$ cat src/rtl/reg_scoreboard_pkg.sv
// Shared definitions for the register scoreboard: sizing defaults,
// register index type and the issue-type codes that classify long ops.
package reg_scoreboard_pkg;

   localparam int NREG_DEF  = 32;
   localparam int CNT_W_DEF = 2;
   localparam int REG_IDX_W = 5;

   typedef logic [REG_IDX_W-1:0] reg_idx_t;

   typedef enum logic [2:0] {
      ITYPE_ALU = 3'd0,
      ITYPE_BR  = 3'd1,
      ITYPE_MUL = 3'd2,
      ITYPE_MEM = 3'd3,
      ITYPE_DIV = 3'd4,
      ITYPE_CSR = 3'd5
   } itype_e;

   // Upstream decode drives eu*_long from this.
   function automatic logic itype_is_long(input itype_e t);
      return (t == ITYPE_MUL) || (t == ITYPE_MEM) || (t == ITYPE_DIV);
   endfunction

endpackage

$ cat src/rtl/sb_counter.sv
// Per-register pending-write counter with clamp-at-zero and max flags.
// Underflow output exists only when SCOREBOARD_STATS_EN is defined.
module sb_counter
   import reg_scoreboard_pkg::*;
#(
   parameter int CNT_W = CNT_W_DEF
) (
   input  logic             clk,
   input  logic             rst,
   input  logic             clr,
   input  logic             inc0,
   input  logic             inc1,
   input  logic             dec0,
   input  logic             dec1,
   output logic [CNT_W-1:0] cnt,
   output logic             at_max,
   output logic             near_max
`ifdef SCOREBOARD_STATS_EN
   ,
   output logic             underflow
`endif
);

   localparam logic [CNT_W:0] MAX = {1'b0, {CNT_W{1'b1}}};

   logic [CNT_W:0]   up;
   logic [CNT_W:0]   dn;
   logic [CNT_W:0]   sum;
   logic [CNT_W:0]   diff;
   logic             clamp;
   logic [CNT_W-1:0] nxt;

   always_comb begin
      up    = {{CNT_W{1'b0}}, inc0} + {{CNT_W{1'b0}}, inc1};
      dn    = {{CNT_W{1'b0}}, dec0} + {{CNT_W{1'b0}}, dec1};
      sum   = {1'b0, cnt} + up;
      clamp = (sum < dn);
      diff  = sum - dn;
      nxt   = cnt;
      if (clr)
         nxt = '0;
      else if (clamp)
         nxt = '0;
      else if (diff > MAX)
         nxt = MAX[CNT_W-1:0];
      else
         nxt = diff[CNT_W-1:0];
   end

   always_ff @(posedge clk or posedge rst) begin
      if (rst)
         cnt <= '0;
      else
         cnt <= nxt;
   end

   assign at_max   = ({1'b0, cnt} == MAX);
   assign near_max = ({1'b0, cnt} >= (MAX - 1'b1));

`ifdef SCOREBOARD_STATS_EN
   assign underflow = !clr && clamp;
`endif

endmodule

$ cat src/rtl/reg_scoreboard.sv
// Pending-write scoreboard for the dual-issue rf stage; raises sb_stall on
// RAW hazards and counter-full. SCOREBOARD_STATS_EN adds stall/underflow stats.
module reg_scoreboard
   import reg_scoreboard_pkg::*;
#(
   parameter int NREG  = NREG_DEF,
   parameter int CNT_W = CNT_W_DEF
) (
   input  logic            clk,
   input  logic            rst,
   input  logic            flush,
   input  logic            eu0_en,
   input  logic [4:0]      eu0_rj,
   input  logic [4:0]      eu0_rk,
   input  logic [4:0]      eu0_rd,
   input  logic            eu0_long,
   input  logic            eu1_en,
   input  logic [4:0]      eu1_rj,
   input  logic [4:0]      eu1_rk,
   input  logic [4:0]      eu1_rd,
   input  logic            eu1_long,
   input  logic            ext_stall,
   input  logic            wb0_en,
   input  logic [4:0]      wb0_rd,
   input  logic            wb1_en,
   input  logic [4:0]      wb1_rd,
   output logic            sb_stall,
   output logic [NREG-1:0] busy_vec
`ifdef SCOREBOARD_STATS_EN
   ,
   output logic [31:0]     stall_cycles,
   output logic            sb_underflow
`endif
);

   logic [NREG-1:0][CNT_W-1:0] cnt;
   logic [NREG-1:0]            at_max;
   logic [NREG-1:0]            near_max;

   logic wr0;
   logic wr1;
   logic pair;
   logic raw0;
   logic raw1;
   logic full0;
   logic full1;
   logic fire;
   logic wbv0;
   logic wbv1;

   // A slot writes only when it is a valid long op with a real rd.
   assign wr0  = eu0_en && eu0_long && (eu0_rd != '0);
   assign wr1  = eu1_en && eu1_long && (eu1_rd != '0);
   assign pair = wr0 && wr1 && (eu0_rd == eu1_rd);
   assign wbv0 = wb0_en && (wb0_rd != '0);
   assign wbv1 = wb1_en && (wb1_rd != '0);

   assign raw0 = eu0_en && (busy_vec[eu0_rj] || busy_vec[eu0_rk]);
   assign raw1 = eu1_en && (busy_vec[eu1_rj] || busy_vec[eu1_rk]);

   // Both slots hitting one rd add two, so they need one more free slot.
   assign full0 = wr0 && (pair ? near_max[eu0_rd] : at_max[eu0_rd]);
   assign full1 = wr1 && (pair ? near_max[eu1_rd] : at_max[eu1_rd]);

   assign sb_stall = raw0 || raw1 || full0 || full1;

   assign fire = (eu0_en || eu1_en) && !sb_stall && !ext_stall && !flush;

   assign cnt[0]      = '0;
   assign at_max[0]   = 1'b0;
   assign near_max[0] = 1'b0;

`ifdef SCOREBOARD_STATS_EN
   logic [NREG-1:1] uf;
`endif

   for (genvar i = 1; i < NREG; i++) begin : g_cnt
      sb_counter #(
         .CNT_W(CNT_W)
      ) u_cnt (
         .clk      (clk),
         .rst      (rst),
         .clr      (flush),
         .inc0     (fire && wr0 && (eu0_rd == reg_idx_t'(i))),
         .inc1     (fire && wr1 && (eu1_rd == reg_idx_t'(i))),
         .dec0     (wbv0 && (wb0_rd == reg_idx_t'(i))),
         .dec1     (wbv1 && (wb1_rd == reg_idx_t'(i))),
         .cnt      (cnt[i]),
         .at_max   (at_max[i]),
         .near_max (near_max[i])
`ifdef SCOREBOARD_STATS_EN
         ,
         .underflow(uf[i])
`endif
      );
   end

   always_comb begin
      busy_vec = '0;
      for (int i = 1; i < NREG; i++)
         busy_vec[i] = (cnt[i] != '0);
   end

`ifdef SCOREBOARD_STATS_EN
   logic stall_ev;

   assign stall_ev = sb_stall && (eu0_en || eu1_en) && !flush;

   always_ff @(posedge clk or posedge rst) begin
      if (rst)
         stall_cycles <= '0;
      else if (stall_ev && (stall_cycles != '1))
         stall_cycles <= stall_cycles + 32'd1;
   end

   always_ff @(posedge clk or posedge rst) begin
      if (rst)
         sb_underflow <= 1'b0;
      else if (|uf)
         sb_underflow <= 1'b1;
   end
`endif

endmodule

$ cat config.mk
export PLATFORM = sky130hd
export DESIGN_NAME = reg_scoreboard
export DESIGN_NICKNAME = d
export VERILOG_FILES = /design/src/rtl/reg_scoreboard_pkg.sv /design/src/rtl/sb_counter.sv /design/src/rtl/reg_scoreboard.sv
export SDC_FILE = /design/constraint.sdc
export NUM_CORES = 1
export LEC_CHECK = 0
export ABC_AREA = 0
export CORE_ASPECT_RATIO = 1.1
export CORE_UTILIZATION = 45
export CTS_BUF_LIST = sky130_fd_sc_hd__clkbuf_2 sky130_fd_sc_hd__clkbuf_4 sky130_fd_sc_hd__clkbuf_8
export DETAILED_ROUTE_END_ITERATION = 10
export REMOVE_ABC_BUFFERS = 1
export SETUP_SLACK_MARGIN = 0.05
export SLEW_MARGIN = 20
export SYNTH_ARGS = -nofsm -noshare
export SYNTH_HDL_FRONTEND = slang
export SYNTH_SLANG_ARGS = --single-unit
$ cat constraint.sdc
create_clock -name clk -period 8.55 [get_ports clk]
set_clock_uncertainty 0.05 [all_clocks]
set_input_delay 0.855 -clock clk [delete_from_list [all_inputs] [get_ports clk]]
set_output_delay 0.855 -clock clk [all_outputs]
set_load 0.02 [all_outputs]
==> results of run 1 <==
-- per-layer routing --
layer,GRT usage,vias to the layer above
met2,0.505,508
met3,0.0440,82
met4,0.132,0
met1,0.423,4651
met5,0,-
li1,-,4372
-- worst paths after layout --
kind	startpoint	to	slack, ns	depth (start not counted)
max reg2reg	g_cnt[9].u_cnt.cnt[1]$_DFF_PP0_	g_cnt[27].u_cnt.cnt[1]$_DFF_PP0_	2.57	15
max	eu1_rd[0]	g_cnt[27].u_cnt.cnt[1]$_DFF_PP0_	1.80	15
min in group asynchronous	rst	g_cnt[6].u_cnt.cnt[1]$_DFF_PP0_	1.00	3
min	g_cnt[9].u_cnt.cnt[0]$_DFF_PP0_	g_cnt[9].u_cnt.cnt[0]$_DFF_PP0_	0.86	4
max in group asynchronous	rst	g_cnt[8].u_cnt.cnt[1]$_DFF_PP0_	6.83	3
min reg2reg	g_cnt[9].u_cnt.cnt[0]$_DFF_PP0_	g_cnt[9].u_cnt.cnt[0]$_DFF_PP0_	0.86	4
-- layout make-up --
type | instances | area (um2) | area share
Multi-Input combinational cell | 895 | 7710 | 0.675
Clock inverter | 5 | 81.3 | 0.00712
Clock buffer | 11 | 151 | 0.0132
Timing Repair Buffer | 91 | 881 | 0.0771
Inverter | 181 | 679 | 0.0594
Tap cell | 295 | 369 | 0.0323
Sequential cell | 62 | 1550 | 0.136
-- report_power, final --
| group | switching, uW | leakage (uW) | internal, uW | total [uW] |
|---|---|---|---|---|
| sequential | 34.7 | 0.000855 | 306 | 341 |
| combinational | 216 | 0.00393 | 140 | 356 |
| clock | 141 | 0.000116 | 180 | 322 |
| total | 392 | 0.00490 | 627 | 1020 |
-- placed cells by master (no fill, tap or decap), types with 21 or more instances in the layout --
master	n
a211oi_1	92
a21oi_1	32
clkdlybuf4s50_1	80
dfrtp_1	62
fa_1	62
ha_1	155
inv_1	180
mux4_2	25
nand2_1	68
nand3_1	21
nor2_1	100
nor3_1	85
nor4_1	23
o21ai_0	23
xnor2_1	26
-- Yosys cell counts (all sizes together) (5+ instances only) --
cell and count:
mux2i 5, nand4b 7, inv 181, a31oi 8
o2111ai 5, clkbuf 43, mux4 25, nand2b 19
nor3b 5, nand2 68, or2 5, o22ai 5
xor2 10, xnor2 26, ha 155, nand3 22
mux2 5, a31o 6, dfrtp 62, nor3 85
fa 62, a2111oi 10, nor2 101, buf 20
nor4 23, o21ai 23, a21oi 32, a211oi 92
nor2b 12, nand4 13
-- through the flow --
| stage | setup slack, ns | instance area, um2 | hold slack (ns) | utilization | power, uW |
|---|---|---|---|---|---|
| global placement | 1.59 | 11200 | 0.846 | 0.505 | 693 |
| detailed placement | 1.50 | 11200 | 0.856 | 0.505 | 696 |
| CTS | 1.87 | 11400 | 0.859 | 0.515 | 1020 |
| finish | 1.80 | 11400 | 0.861 | 0.515 | 1020 |
| floorplan | 2.15 | 9940 | 0.766 | - | 525 |
| global route | 1.39 | 11400 | 0.907 | 0.515 | 1070 |
-- worst max-delay path, cell delays in order --
cell,delay (ns)
clkdlybuf4s50_1,1.16
nor2_1,0.36
a31oi_1,0.41
nand4b_1,0.19
a311o_1,0.30
o221ai_1,0.48
nand4_1,0.80
nor3_1,0.51
ha_1,0.30
ha_1,0.19
fa_1,0.51
inv_1,0.07
fa_1,0.43
xnor2_1,0.16
a211oi_1,0.24
-- cell families after synthesis --
logic type	count (synthesis)	synth area share
AO/OA/AOI/OAI	220	0.157
XOR/XNOR	36	0.0309
adder cells (fa/ha/maj)	217	0.312
buffers and inverters	244	0.0919
flip-flops	62	0.152
multiplexers	35	0.0657
other	1	0.000368
AND/OR/NAND/NOR	386	0.190
==> impl_metrics.json, run 1 <==
{
  "status": "complete, no violations",
  "postCtsSetupRepairBufs": 0,
  "synth_area_leaders": "ha_1, dfrtp_1, fa_1",
  "wl_um": 35300,
  "grt_max_degree": 64,
  "dpl.cell_count": 1524,
  "die_h_um": 160,
  "grt_pass1_wl_um": 55200,
  "cts-htree-levels": 3,
  "vias_per_cell": 6.24,
  "initial_core_util": 0.460,
  "worstSetupPathType": "input port to register",
  "top_register": "g_cnt.u_cnt.cnt",
  "syn2layout_area_growth_pct": 12.1,
  "ctsResizeCount": 0,
  "top_regs": "g_cnt.u_cnt.cnt x62",
  "routedWlPerCell_um": 22.9,
  "n_antenna_cell": 0,
  "cellPowerDensity_nw_per_um2": 89.1,
  "async_reset_ff_frac": 1.00,
  "numCtsBuffers": 9,
  "fp-row-count": 57,
  "synth_top_area_frac": 0.190,
  "fill_cells": 2129,
  "period_share": 0.790,
  "route.met3.wl_um": 2830,
  "drv_cap": 0,
  "antenna_found_initial": 0,
  "cts_sinks": 62,
  "yosys.area.top_type": "ha_1",
  "wl_met2_um": 15900,
  "io_buffers": 81,
  "io_pins": 83,
  "largest_reg_flops": 62,
  "rsz0062_at_grt": "no",
  "syn_area_per_cell_um2": 8.49,
  "firstDrtPassIters": 5,
  "tns_ns": 0,
  "cts_buffer_depth": 2,
  "drc_errors": 0,
  "synth.yosys.warnings": 0,
  "hold_buffers": 0,
  "irDropWorstVdd_mv": 0.0630,
  "cts-root-buf": "clkbuf_8",
  "final_cells": 1540,
  "worstPathMaxFanout": 25,
  "min_path_type": "register to register",
  "track_usage": 0.314,
  "die_x_um": 146,
  "drt-met1-wl_um": 15100,
  "netlist_area_um2": 10200,
  "synth-edff-count": 0,
  "arrival_ns": 6.99,
  "total_leakage_power_uw": 0.00490,
  "layout_min_cycle_time_ns": 6.75,
  "tightest_slew_ns": 1.05,
  "fin_nets": 1507,
  "cts_tree": "done",
  "drv_slew": 0,
  "layout-drive-gt1-share": 0.0602,
  "grt_pass1_vias": 9634,
  "place_congestion": 0.941,
  "critical_path_required_ns": 8.79,
  "hold_viol": 0,
  "grt_overflow": 0,
  "ys_types": 69,
  "via_count": 9613,
  "dr.first_iter.drc_count": 789,
  "clkTransAtPathRegs_ns": 0.08,
  "ys_dominant_reg_cell": "dfrtp_1",
  "synth-seq-cells": 62,
  "core-area_um2": 22200,
  "cp-end-kind": "register",
  "hpwl_um": 27900,
  "max_freq_ghz": 0.148,
  "top_layer_used": "met4",
  "worstSetupStartpointType": "input port",
  "slew_headroom": 0.297,
  "setup_viol": 0,
  "synthCells": 1201,
  "ys_seq_area_frac": 0.152,
  "postRouteAntennaNets": 0,
  "clock_latency_ns": 0.38,
  "die_area_um2": 23300
}
Power figures use the tool's default switching activity.
==> run 2, diff against run 1 <==
--- a/config.mk
+++ b/config.mk
@@ -10,6 +10,7 @@
 export CORE_UTILIZATION = 45
 export CTS_BUF_LIST = sky130_fd_sc_hd__clkbuf_2 sky130_fd_sc_hd__clkbuf_4 sky130_fd_sc_hd__clkbuf_8
 export DETAILED_ROUTE_END_ITERATION = 10
+export PLACE_DENSITY = 0.67
 export REMOVE_ABC_BUFFERS = 1
 export SETUP_SLACK_MARGIN = 0.05
 export SLEW_MARGIN = 20
==> constraint.sdc (replaced) <==
create_clock -name clk -period 5.6 [get_ports clk]
set_clock_uncertainty 0.05 [all_clocks]
set_input_delay 0.56 -clock clk [delete_from_list [all_inputs] [get_ports clk]]
set_output_delay 0.56 -clock clk [all_outputs]
set_load 0.02 [all_outputs]
==> impl_metrics.json, run 2 (synthesized netlist as in run 1, its figures left out) <==
{
  "routedWlPerCell_um": 23.1,
  "switching_share": 0.368,
  "cts_buffer_depth": 2,
  "combPwrFrac": 0.383,
  "cts-htree-levels": 3,
  "drt-met1-wl_um": 15100,
  "grt_pass1_wl_um": 59200,
  "top_register": "g_cnt.u_cnt.cnt",
  "largest_reg_flops": 62,
  "cp_top_family": "adder cells",
  "hpwl_um": 31200,
  "io_buffers": 81,
  "worstPathMaxFanout": 19,
  "postCtsSetupRepairBufs": 0,
  "arrival_ns": 5.54,
  "hold_buffers": 0,
  "timing.rr.start": "g_cnt[10].u_cnt.cnt[0]$_DFF_PP0_",
  "antenna_found_initial": 0,
  "fp-row-count": 57,
  "fin_util": 0.550,
  "ctsResizeCount": 0,
  "tns_ns": 0,
  "seq_power_share": 0.309,
  "track_usage": 0.338,
  "hold_viol": 0,
  "period_share": 0.950,
  "fin_nets": 1600,
  "cellPowerDensity_nw_per_um2": 135,
  "firstDrtPassIters": 5,
  "die_h_um": 160,
  "grt_overflow": 0,
  "cp_cell_sequence": "clkdlybuf4s50_1 -> buf_12 -> buf_4 -> mux4_2 -> a211oi_1 -> a211oi_1 -> o221ai_1 -> buf_4 -> nand3_2 -> buf_12 -> nor4_1 -> ha_1 -> ha_1 -> fa_1 -> inv_1 -> fa_1 -> xnor2_1 -> a211oi_1",
  "layout-drive-gt1-share": 0.125,
  "final_common_cell": "inv_1",
  "vias_per_cell": 6.13,
  "drv_slew": 0,
  "place_area_um2": 12000,
  "cp-end-kind": "register",
  "grt_pass1_vias": 10100,
  "syn2layout_area_growth_pct": 19.8,
  "min_path_type": "input port to async pin",
  "dr.first_iter.drc_count": 743,
  "grt_max_degree": 63,
  "worstSetupPathType": "input port to register",
  "cts-root-buf": "clkbuf_8",
  "route.met3.wl_um": 2700,
  "p_clk_frac": 0.308,
  "critPathMaxStageDelay_ns": 0.60,
  "cts_tree": "done",
  "top_layer_used": "met4",
  "layout_min_cycle_time_ns": 5.32,
  "status": "complete, no violations",
  "tightest_slew_ns": 0.880,
  "drc_errors": 0,
  "n_antenna_cell": 0,
  "total_leakage_power_uw": 0.00539,
  "top_regs": "g_cnt.u_cnt.cnt x62",
  "cts_sinks": 62,
  "numCtsBuffers": 9,
  "clkTransAtPathRegs_ns": 0.08,
  "wl_um": 37700,
  "place_congestion": 1.02,
  "rsz0062_at_grt": "no",
  "wl_met2_um": 17400,
  "p_switching_uw": 608,
  "crit_top_cell": "a211oi_1",
  "drv_cap": 0,
  "via_count": 10000,
  "critical_path_required_ns": 5.82,
  "power_uw": 1650,
  "internal_power_uw": 1040,
  "crit_buf_inv": 6,
  "initial_core_util": 0.460,
  "irDropWorstVdd_mv": 0.0733,
  "die_area_um2": 23300,
  "cp_slowest_cell": "mux4_2",
  "io_pins": 83,
  "final_cell_mix": "inv_1, ha_1, nor2_1",
  "setup_viol": 0,
  "postRouteAntennaNets": 0,
  "clock_latency_ns": 0.37,
  "core-area_um2": 22200,
  "final_area_um2": 12200,
  "worstSetupStartpointType": "input port",
  "slew_headroom": 0.413,
  "die_x_um": 146,
  "crit_start": "eu1_rd[1]",
  "max_freq_ghz": 0.188
}
## run 2: cell types whose count changed in the layout (fill, tap and decap cells not counted), sizes merged
| cell | change |
|---|---|
| buf | +93 |
| clkinvlp | -1 |
| bufinv | +1 |
| clkinv | -1 |
## run 2: tightest hold or removal path: stages
cell and delay (ns):
clkdlybuf4s50_1 0.41, inv_2 0.05, buf_4 0.66
## run 2: layout make-up
cell class	instances	area, um2
well taps	295	369
flip-flops and latches	62	1550
clock inverters	4	95.1
clock buffers	11	145
fillers	2075	9970
repair buffers	184	1650
multi-input cells	895	7710
inverters	181	679
## run 2: per-layer routing
| metal | up-vias | GRT usage |
|---|---|---|
| met5 | - | 0 |
| met4 | 0 | 0.211 |
| met3 | 134 | 0.0543 |
| met2 | 486 | 0.549 |
| met1 | 4818 | 0.420 |
| li1 | 4562 | - |
## run 2: per-stage QoR
step           hold WS (ns)  instances  setup slack (ns)
6_report              0.701       1632             0.277
5_1_grt               0.763       1632            0.0928
4_1_cts               0.719       1632             0.342
3_5_place_dp          0.841       1617           -0.0410
3_3_place_gp          0.837       1617           -0.0319
2_1_floorplan         0.577       1138            -0.509
## run 2: worst paths after layout
path / endpoint / depth (start not counted) / slack (ns)
max: g_cnt[22].u_cnt.cnt[1]$_DFF_PP0_ / 18 / 0.28
min: g_cnt[17].u_cnt.cnt[1]$_DFF_PP0_ / 3 / 0.70
max reg2reg: g_cnt[22].u_cnt.cnt[1]$_DFF_PP0_ / 16 / 0.38
min reg2reg: g_cnt[21].u_cnt.cnt[0]$_DFF_PP0_ / 4 / 0.85
max in group asynchronous: g_cnt[10].u_cnt.cnt[1]$_DFF_PP0_ / 3 / 4.20
min in group clk: g_cnt[21].u_cnt.cnt[0]$_DFF_PP0_ / 4 / 0.85
## run 2: power groups by stage
stage	Clock, uW	Sequential (uW)	Combinational (uW)
after floorplan	0	502	300
after global placement	0	517	614
after detailed placement	0	518	619
after CTS	521	509	622
after global routing	536	514	679
final	509	511	633
